--- src/rtl/seq_det_pkg.sv ---
// seq_det_pkg: shared state type, width helper and default sizes for the sequence detector
package seq_det_pkg;
  typedef enum logic {IDLE, RUN} state_e;
  localparam int DEF_PAT_W = 8;
  localparam int DEF_CNT_W = 8;
  function automatic int len_w(input int pat_w);
    return $clog2(pat_w + 1);
  endfunction
endpackage

--- src/rtl/seq_detector_param_if.sv ---
// seq_detector_param_if: serial bit stream, configuration strobe and detector status
interface seq_detector_param_if #(
  parameter int PAT_W = seq_det_pkg::DEF_PAT_W,
  parameter int LEN_W = seq_det_pkg::len_w(PAT_W),
  parameter int CNT_W = seq_det_pkg::DEF_CNT_W
);
  logic             in;
  logic             in_valid;
  logic             cfg_load;
  logic [PAT_W-1:0] pattern;
  logic [LEN_W-1:0] pat_len;
  logic             overlap;
  logic             z1;
  logic             z1_q;
  logic [CNT_W-1:0] match_cnt;
  logic             cfg_err;
  logic             running;
  modport master (
    output in, in_valid, cfg_load, pattern, pat_len, overlap,
    input  z1, z1_q, match_cnt, cfg_err, running
  );
  modport slave (
    input  in, in_valid, cfg_load, pattern, pat_len, overlap,
    output z1, z1_q, match_cnt, cfg_err, running
  );
endinterface

--- src/rtl/seq_match_cmp.sv ---
// seq_match_cmp: compares the low pat_len bits of a candidate window against the pattern
module seq_match_cmp #(
  parameter int PAT_W = seq_det_pkg::DEF_PAT_W,
  parameter int LEN_W = seq_det_pkg::len_w(PAT_W)
) (
  input  logic [PAT_W-1:0] cand_i,
  input  logic [PAT_W-1:0] pattern_i,
  input  logic [LEN_W-1:0] pat_len_i,
  output logic             eq_o
);
  logic [PAT_W-1:0] mask;
  for (genvar g = 0; g < PAT_W; g++) begin : g_mask
    assign mask[g] = pat_len_i > LEN_W'(g);
  end
  assign eq_o = ((cand_i ^ pattern_i) & mask) == '0;
endmodule

--- src/rtl/seq_detector_param.sv ---
// seq_detector_param: run-time configurable serial pattern detector with Mealy and registered match,
// saturating match counter and sticky configuration-error flag
module seq_detector_param
  import seq_det_pkg::*;
#(
  parameter int PAT_W = DEF_PAT_W,
  parameter int LEN_W = len_w(PAT_W),
  parameter int CNT_W = DEF_CNT_W
) (
  input logic                 clk,
  input logic                 reset,
  seq_detector_param_if.slave bus
);
  localparam logic [LEN_W-1:0] FILL_MAX = LEN_W'(PAT_W - 1);
  state_e           state_q, state_d;
  logic [PAT_W-1:0] pat_q, pat_d, cand;
  logic [LEN_W-1:0] len_q, len_d, fill_q, fill_d;
  logic [PAT_W-2:0] hist_q, hist_d;
  logic [CNT_W-1:0] cnt_q, cnt_d;
  logic             ovl_q, ovl_d, err_q, err_d, z1_dly_q;
  logic             eq, len_ok, fire, z1;
  assign cand = {hist_q, bus.in};
  seq_match_cmp #(.PAT_W(PAT_W), .LEN_W(LEN_W)) u_cmp (
    .cand_i    (cand),
    .pattern_i (pat_q),
    .pat_len_i (len_q),
    .eq_o      (eq)
  );
  assign len_ok = bus.pat_len != '0 && bus.pat_len <= LEN_W'(PAT_W);
  assign fire   = state_q == RUN && bus.in_valid && !bus.cfg_load;
  // fill counts history bits already held, so pat_len-1 of them plus the incoming bit complete a window
  assign z1     = fire && eq && fill_q >= len_q - LEN_W'(1);
  always_comb begin
    state_d = state_q;
    pat_d   = pat_q;
    len_d   = len_q;
    ovl_d   = ovl_q;
    err_d   = err_q;
    hist_d  = hist_q;
    fill_d  = fill_q;
    cnt_d   = (z1 && cnt_q != '1) ? cnt_q + CNT_W'(1) : cnt_q;
    if (bus.cfg_load) begin
      state_d = len_ok ? RUN : IDLE;
      err_d   = !len_ok;
      if (len_ok) begin
        pat_d  = bus.pattern;
        len_d  = bus.pat_len;
        ovl_d  = bus.overlap;
        hist_d = '0;
        fill_d = '0;
      end
    end else if (fire) begin
      hist_d = (z1 && !ovl_q) ? '0 : cand[PAT_W-2:0];
      fill_d = (z1 && !ovl_q) ? '0 : (fill_q == FILL_MAX ? fill_q : fill_q + LEN_W'(1));
    end
  end
  always_ff @(posedge clk or posedge reset) begin
    if (reset) begin
      state_q  <= IDLE;
      pat_q    <= '0;
      len_q    <= '0;
      ovl_q    <= 1'b0;
      err_q    <= 1'b0;
      hist_q   <= '0;
      fill_q   <= '0;
      cnt_q    <= '0;
      z1_dly_q <= 1'b0;
    end else begin
      state_q  <= state_d;
      pat_q    <= pat_d;
      len_q    <= len_d;
      ovl_q    <= ovl_d;
      err_q    <= err_d;
      hist_q   <= hist_d;
      fill_q   <= fill_d;
      cnt_q    <= cnt_d;
      z1_dly_q <= z1;
    end
  end
  assign bus.z1        = z1;
  assign bus.z1_q      = z1_dly_q;
  assign bus.match_cnt = cnt_q;
  assign bus.cfg_err   = err_q;
  assign bus.running   = state_q == RUN;
endmodule

--- src/flat_wrapper.sv ---
// flat-port wrapper written by rule: the top's interface ports become plain ports
module seq_detector_param_flat import seq_det_pkg::*;
#(
  parameter int PAT_W = DEF_PAT_W,
  parameter int LEN_W = len_w(PAT_W),
  parameter int CNT_W = DEF_CNT_W
)
  (clk, reset, bus_in, bus_in_valid, bus_cfg_load, bus_pattern, bus_pat_len, bus_overlap, bus_z1, bus_z1_q, bus_match_cnt, bus_cfg_err, bus_running);
  seq_detector_param_if #(.PAT_W(PAT_W), .LEN_W(LEN_W), .CNT_W(CNT_W)) bus_i ();
  input logic clk;
  input logic reset;
  input wire logic [$bits(bus_i.in)-1:0] bus_in;
  input wire logic [$bits(bus_i.in_valid)-1:0] bus_in_valid;
  input wire logic [$bits(bus_i.cfg_load)-1:0] bus_cfg_load;
  input wire logic [$bits(bus_i.pattern)-1:0] bus_pattern;
  input wire logic [$bits(bus_i.pat_len)-1:0] bus_pat_len;
  input wire logic [$bits(bus_i.overlap)-1:0] bus_overlap;
  output wire logic [$bits(bus_i.z1)-1:0] bus_z1;
  output wire logic [$bits(bus_i.z1_q)-1:0] bus_z1_q;
  output wire logic [$bits(bus_i.match_cnt)-1:0] bus_match_cnt;
  output wire logic [$bits(bus_i.cfg_err)-1:0] bus_cfg_err;
  output wire logic [$bits(bus_i.running)-1:0] bus_running;
  assign bus_i.in = bus_in;
  assign bus_i.in_valid = bus_in_valid;
  assign bus_i.cfg_load = bus_cfg_load;
  assign bus_i.pattern = bus_pattern;
  assign bus_i.pat_len = bus_pat_len;
  assign bus_i.overlap = bus_overlap;
  assign bus_z1 = bus_i.z1;
  assign bus_z1_q = bus_i.z1_q;
  assign bus_match_cnt = bus_i.match_cnt;
  assign bus_cfg_err = bus_i.cfg_err;
  assign bus_running = bus_i.running;
  seq_detector_param #(.PAT_W(PAT_W), .LEN_W(LEN_W), .CNT_W(CNT_W)) u_core (.clk(clk), .reset(reset), .bus(bus_i));
endmodule
--- config.mk ---
export PLATFORM = sky130hd
export DESIGN_NAME = seq_detector_param_flat
export DESIGN_NICKNAME = d
export VERILOG_FILES = /design/src/rtl/seq_det_pkg.sv /design/src/rtl/seq_detector_param_if.sv /design/src/rtl/seq_match_cmp.sv /design/src/rtl/seq_detector_param.sv /design/src/flat_wrapper.sv
export SDC_FILE = /design/constraint.sdc
export NUM_CORES = 1
export LEC_CHECK = 0
export ABC_AREA = 1
export CAP_MARGIN = 10
export CORE_UTILIZATION = 53
export DETAILED_ROUTE_END_ITERATION = 10
export GPL_TIMING_DRIVEN = 1
export PLACE_DENSITY = 0.87
export SLEW_MARGIN = 20
export SYNTH_ARGS = -nofsm -noshare
export SYNTH_HDL_FRONTEND = slang
export SYNTH_SLANG_ARGS = --single-unit
export TNS_END_PERCENT = 1
--- constraint.sdc ---
create_clock -name clk -period 2.8 [get_ports clk]
set_clock_uncertainty 0.2 [all_clocks]
set_input_delay 0.56 -clock clk [delete_from_list [all_inputs] [get_ports clk]]
set_output_delay 0.56 -clock clk [all_outputs]
set_load 0.1 [all_outputs]
Word level (Yosys, flattened, before mapping)
Index checks and enable logic that the tools add are counted.

Add/sub/neg operators: 3. $lt $le $gt $ge: 10. Equality and inequality tests: 4. Mux-type cells: 10. Bitwise logic cells: 2. Reduce and logical (&&, ||, !) cells: 16.

Operator list (number): 7-bit two-way mux (4); 4-bit two-way mux (5); 4-bit by 3-bit greater-than comparator with 1-bit output (second input constant) (4); 8-bit by 1-bit adder with 8-bit output (second input constant) (1); 8-bit bitwise AND (1); 4-bit by 1-bit greater-than comparator with 1-bit output (second input constant) (2); 4-bit by 2-bit greater-than comparator with 1-bit output (second input constant) (2); 8-bit logical NOT (1); 8-bit != test (second input constant) (1); 8-bit bitwise XOR (1); 1-bit logical AND (7); 4-bit by 1-bit adder with 4-bit output (second input constant) (1); 4-bit by 3-bit equality test with 1-bit output (second input constant) (1); 4-bit greater-or-equal comparator (1); 4-bit <= comparator (second input constant) (1); 2-bit AND reduction (2); 4-bit nonzero test (1); 4-bit by 1-bit subtractor with 4-bit output (second input constant) (1); 1-bit logical NOT (3); 3-bit by 2-bit != test with 1-bit output (second input constant) (1); 3-bit AND reduction (1); 2-bit by 1-bit != test with 1-bit output (second input constant) (1); 2-bit nonzero test (1); 1-bit two-way mux (1).

Register bits after elaboration: 35. Word-level logic and storage cells: 54.

Logic depth before layout (Yosys ltp)
Word-level depth: 9. Mapped depth: 16. Depth with buffers taken out: 15.

Cells and area by module
A second synthesis with hierarchy kept.

Cells, all modules: 264. Area, all modules: 2000.7 sq um.

By module, submodules not included: seq_detector_param (instances 1, cells each 207, area an instance 1757.9 sq um, sequential area each 875.8 sq um); seq_match_cmp (instances 1, cells each 57, area an instance 242.7 sq um, sequential area each 0.0 sq um).

Least setup slack after synthesis
No wires, ideal clock.

Path type: register to output. Start: register u_core.state_q, in the netlist u_core.bus.running. End: output bus_z1. Data arrival time: 1824 ps. Slack: 216 ps. Stages on the path, launching flop included: 7. Path buffers: 1. Cell sequence: dfrtp_1 > nand3_1 > a21oi_2 > nand2_1 > nor2_2 > and3_1 > buf_6.

Word-level cells in the longest chain between the ends: 4.

RTL lines: from (decl) (RTL line seq_detector_param.sv:15) `state_e state_q, state_d;`; from (signal assigned) (RTL line seq_detector_param.sv:69) `state_q <= state_d;`; 1-bit logical AND (2 in series) (RTL line seq_detector_param.sv:30) `assign fire = state_q == RUN && bus.in_valid && !bus.cfg_load;`; 1-bit logical AND (2 in series) (RTL line seq_detector_param.sv:32) `assign z1 = fire && eq && fill_q >= len_q - LEN_W'(1);`; to (decl) (RTL line flat_wrapper.sv:18) `output wire logic [$bits(bus_i.z1)-1:0] bus_z1;`.

No other way between the ends.

Worst setup path after layout
Start: register u_core.len_q[2]. End: output bus_z1.

Word-level cells in the longest chain between the ends: 5.

RTL lines: from (decl) (RTL line seq_detector_param.sv:17) `logic [LEN_W-1:0] len_q, len_d, fill_q, fill_d;`; from (signal assigned) (RTL line seq_detector_param.sv:71) `len_q <= len_d;`; branches (longest 4 deep; another with 4-bit by 1-bit subtractor with 4-bit output); 1-bit logical AND (*) (RTL line seq_detector_param.sv:32).

Every way passes the cells marked *.

==> results by stage <==
Routing:
- The post-detailed-route DRC marker count is 0.
- In this run, the number of DRC markers left after iteration 0 of detailed routing was 73.
- The number of search-and-repair iterations in the first detailed-routing pass is 4.
- The overall routed net length is 4040 um.
- The final route contains 1673 vias.
- The count of nets left with antenna violations once routing finished came out at 0.
- The average detailed-routed wire length per instance is 12.2 um.
- After detailed routing, the number of vias per cell comes to 5.05.

Worst setup path:
- The sort of element at the start of the critical path is a flip-flop.
- The endpoint identified for the worst register-to-register timing path is u_core.fill_q[2].
- The top fanout value on the critical path is 5.
- In this run the register-to-register setup slack is 0.36 ns.
- The critical path in this run is classified as flip-flop to primary output.
- The worst setup path is captured at a primary output.
- Data arrives at the worst endpoint at 2.10 ns.
- The reg-to-reg critical path startpoint is u_core.len_q[2].
- Counting cells, the worst reg-to-reg path comes to 12.
- The worst endpoint required time is 2.04 ns.

Pwr:
- The power density over cell area is 647 nW/um2.
- IR analysis of the VDD net gives a maximum drop of 0.363 mV.
- The leakage power summed over all cells is 1.24 nW.

Min path:
- The worst min-delay path endpoint is u_core.pat_q[0].
- The worst hold path was traced through 2 stages.
- The worst hold path begins at u_core.pat_q[0].
- The tightest min-delay check is of the flip-flop to flip-flop type.

Logic synthesis:
- After technology mapping, the gate count stands at 247.
- The share of synthesized area occupied by flip-flops and latches is 44.9%.
- The number of enable-type register cells in the synthesized netlist is 0.
- The simple-gate portion of the synthesized area is 28.0%.
- For this run, the number of Yosys warnings is 0.
- The predominant post-synthesis flop cell is sky130_fd_sc_hd__dfrtp_1.
- The average cell area after synthesis is 7.89 um2.
- The synthesized netlist net count is 274.
- The area share of fa/ha/maj cells after synthesis is 5.78%.
- After synthesis, the largest family of logic cells by area is simple AND/OR/NAND/NOR gates.
- The synthesized netlist devotes 6.29% of its cell area to XOR and XNOR gates.
- Summing the areas of all compound-gate instances in the mapped netlist gives 7.57% of the synthesized area.
- The synthesized flop and latch total is 35.
- Counting flops with an async set or reset pin after synthesis yields a share of 100%.
- The multiplexer share of the synthesized area is 0%.
- Synthesis instantiated 25 different standard cells from the library.
- The synthesized cell area is 1950 um2.

Timing:
- Setup repair after global routing could not meet its margin everywhere.
- The count of endpoints failing hold in the final timing report came to 0.
- Across all setup checks in the final design, the least slack found is -0.0581 ns.
- The final critical-path share of the clock period is 102%.
- The worst pin sits at a relative slew slack of 67.3%.
- The total count of max-transition violations in the final report is 0.
- The time the final worst path needs with I/O delays and setup is 2.86 ns.
- At the pin with the least slew margin, the transition time is 0.487 ns.
- The maximum clock frequency is 350 MHz.
- Setup violations remaining at the end of the flow were counted as 1.
- The total negative setup slack is -0.0581 ns.

Clock tree:
- The sink count of the clock tree is 35.
- Clock-pin slew was measured on the worst setup and hold paths at 0.07 ns.
- The buffer depth of the longest clock path is 2.
- TritonCTS built the clock tree.
- The insertion delay of the later-clocked pin in the worst-skew pair is 0.29 ns.
- The hold-fix buffer count after cts is 0.
- The number of H-tree levels is 2.
- Clock tree synthesis inserted a total of 5 buffers.
- The clock tree root buffer cell is sky130_fd_sc_hd__clkbuf_8.

Die:
- For this configuration, the core starts out at a cell density of 56.6%.
- The floorplan step defined a die boundary enclosing 3920 um2.
- Measured along the x axis, the die boundary spans 62.6 um.
- After floorplanning, the core was sized to cover 3440 um2.
- In this run the vertical extent of the chip is 62.6 um.
- The total I/O pin count is 30.
- The row count is 21.

Cells and area:
- Cells fill 72.0% of the core in the end.
- The number of fillers in the final layout is 274.
- The finished cells cover 2480 um2.
- The number of nets in the layout is 311.
- Cells with a size suffix above 1 make up 15.8% of the layout.
- Relative to the synthesized area, the layout overhead comes to 27.1%.
- The final cell count without fillers is 331.
- The number of antenna diodes in the final layout is 0.

Global route:
- The initial antenna violation count is 0.
- For this run the aggregate overflow at the end of global routing stands at 0.
- The largest net degree at the start of global routing is 36.
- The global-route usage over all layers is 21.6%.
- The first global-routing pass estimated 6650 um of wire.
- The via count of the first global-routing pass is 1586.

Run:
- Across the run, the number of max-cap violations was 0.

Placed design:
- The count of buffers from port buffering is 29.
- The congestion estimate from routability-driven global placement came to 0.816.
- The HPWL after detailed placement is 2730 um.
- The setup slack at placement is 0.152 ns.
- The number of placed instances with taps included is 321.
- The total cell area at the placement stage is 2280 um2.

Run status:
- The checks that failed: negative setup slack.
- The run finished, with violations left.
==> worst max-delay path, cell delays in order, from the launching register on <==
cell	delay [ns]
sky130_fd_sc_hd__dfrtp_2	0.45
sky130_fd_sc_hd__inv_1	0.09
sky130_fd_sc_hd__nand3_1	0.10
sky130_fd_sc_hd__xor2_1	0.15
sky130_fd_sc_hd__inv_1	0.09
sky130_fd_sc_hd__ha_4	0.29
sky130_fd_sc_hd__nand4_1	0.13
sky130_fd_sc_hd__nand3_2	0.12
sky130_fd_sc_hd__and3_4	0.21
sky130_fd_sc_hd__buf_12	0.17
==> placed cells by master, fill, tap and decap left out, types with 2 or more instances in the layout <==
cell / netlist / routed
sky130_fd_sc_hd__nand2_1: 91 / 91
sky130_fd_sc_hd__dfrtp_1: 35 / 34
sky130_fd_sc_hd__inv_1: 27 / 24
sky130_fd_sc_hd__buf_4: 0 / 18
sky130_fd_sc_hd__clkdlybuf4s50_1: 0 / 17
sky130_fd_sc_hd__nand3_1: 16 / 15
sky130_fd_sc_hd__o21ai_0: 13 / 13
sky130_fd_sc_hd__nor2_1: 10 / 10
sky130_fd_sc_hd__xor2_1: 7 / 7
sky130_fd_sc_hd__xnor2_1: 7 / 7
sky130_fd_sc_hd__ha_1: 9 / 6
sky130_fd_sc_hd__clkbuf_8: 0 / 5
sky130_fd_sc_hd__o22ai_1: 4 / 4
sky130_fd_sc_hd__inv_2: 0 / 3
sky130_fd_sc_hd__nand4_1: 3 / 3
sky130_fd_sc_hd__o21ai_2: 3 / 3
sky130_fd_sc_hd__ha_4: 0 / 3
sky130_fd_sc_hd__nor2_2: 2 / 2
sky130_fd_sc_hd__a21oi_2: 1 / 2
sky130_fd_sc_hd__a21oi_1: 3 / 2
sky130_fd_sc_hd__nand3b_1: 2 / 2
sky130_fd_sc_hd__nand2_2: 2 / 2
sky130_fd_sc_hd__nor3_1: 2 / 2
sky130_fd_sc_hd__bufinv_16: 0 / 2
==> cell families after synthesis <==
logic type / count (synthesis)
compound gates: 25
simple gates: 130
xor+xnor: 14
buf+inv: 34
flops: 35
fa+ha+maj: 9
==> timing repair <==
| action | CTS | global route |
|---|---|---|
| gates resized for setup | 7 | 4 |
| endpoints found under the hold margin | 0 | 0 |
| endpoints found under the setup margin | 1 | 1 |
| pin swaps | 1 | 4 |
| setup buffers | 2 | 0 |
==> final cells by class <==
cell class	count	area [um2]	share of cell area (%)
repair buffers	36	325	13.1
well taps	46	57.6	2.32
clock inverters	2	60.1	2.42
multi-input cells	178	980	39.5
flip-flops and latches	35	877	35.4
inverters	28	105	4.24
clock buffers	6	72.6	2.93
==> power breakdown <==
part | switching, mW | leakage (nW) | total [mW] | internal (mW)
registers | 0.0561 | 0.457 | 0.617 | 0.561
logic | 0.280 | 0.714 | 0.448 | 0.167
clock network | 0.181 | 0.0654 | 0.537 | 0.356
total | 0.517 | 1.24 | 1.60 | 1.08
==> metrics by stage <==
step | hold slack [ns] | power (mW)
2_1_floorplan | 0.268 | 0.905
3_3_place_gp | 0.288 | 1.00
3_5_place_dp | 0.286 | 1.01
4_1_cts | 0.305 | 1.58
5_1_grt | 0.351 | 1.69
6_report | 0.304 | 1.60
==> state kept, by name (all words and copies together) (netlist names) <==
| register | flops |
|---|---|
| u_core.hist_q | 7 |
| u_core.pat_q | 8 |
| u_core.ovl_q | 1 |
| u_core.bus.cfg_err | 1 |
| u_core.bus.match_cnt | 8 |
| u_core.len_q | 4 |
| u_core.bus.running | 1 |
| u_core.fill_q | 4 |
| u_core.bus.z1_q | 1 |
==> worst max path at each step <==
stage	start	to	slack, ns	depth (start not counted)
global placement	bus_cfg_load	bus_z1	0.17	8
floorplan	u_core.bus.running	bus_z1	0.22	6
CTS	u_core.len_q[2]	bus_z1	0.02	9
finish	u_core.len_q[2]	bus_z1	-0.06	9
global route	u_core.len_q[2]	bus_z1	-0.14	9
detailed placement	bus_cfg_load	bus_z1	0.15	8
==> routing by layer <==
metal | GRT usage (%) | vias up | part of all wire [%]
met3 | 4.38 | 11 | 4.8
met4 | 7.85 | 0 | 2.0
met1 | 27.7 | 762 | 45
li1 | - | 852 | -
met5 | 0 | - | 0
met2 | 36.0 | 48 | 49
==> synthesized netlist by cell type (all sizes together), types with 3 or more instances <==
cell type  instances  share of area (%)
nand3             16                4.1
xnor2              7                3.1
a21oi              4                1.2
inv               27                5.2
buf                4                1.7
o21ai             16                4.7
nand2             94                 19
nor2              12                2.6
ha                 9                5.8
o22ai              4                1.3
xor2               7                3.1
dfrtp             35                 45
nand4              3               0.96
(Power assumes the default switching activity.)
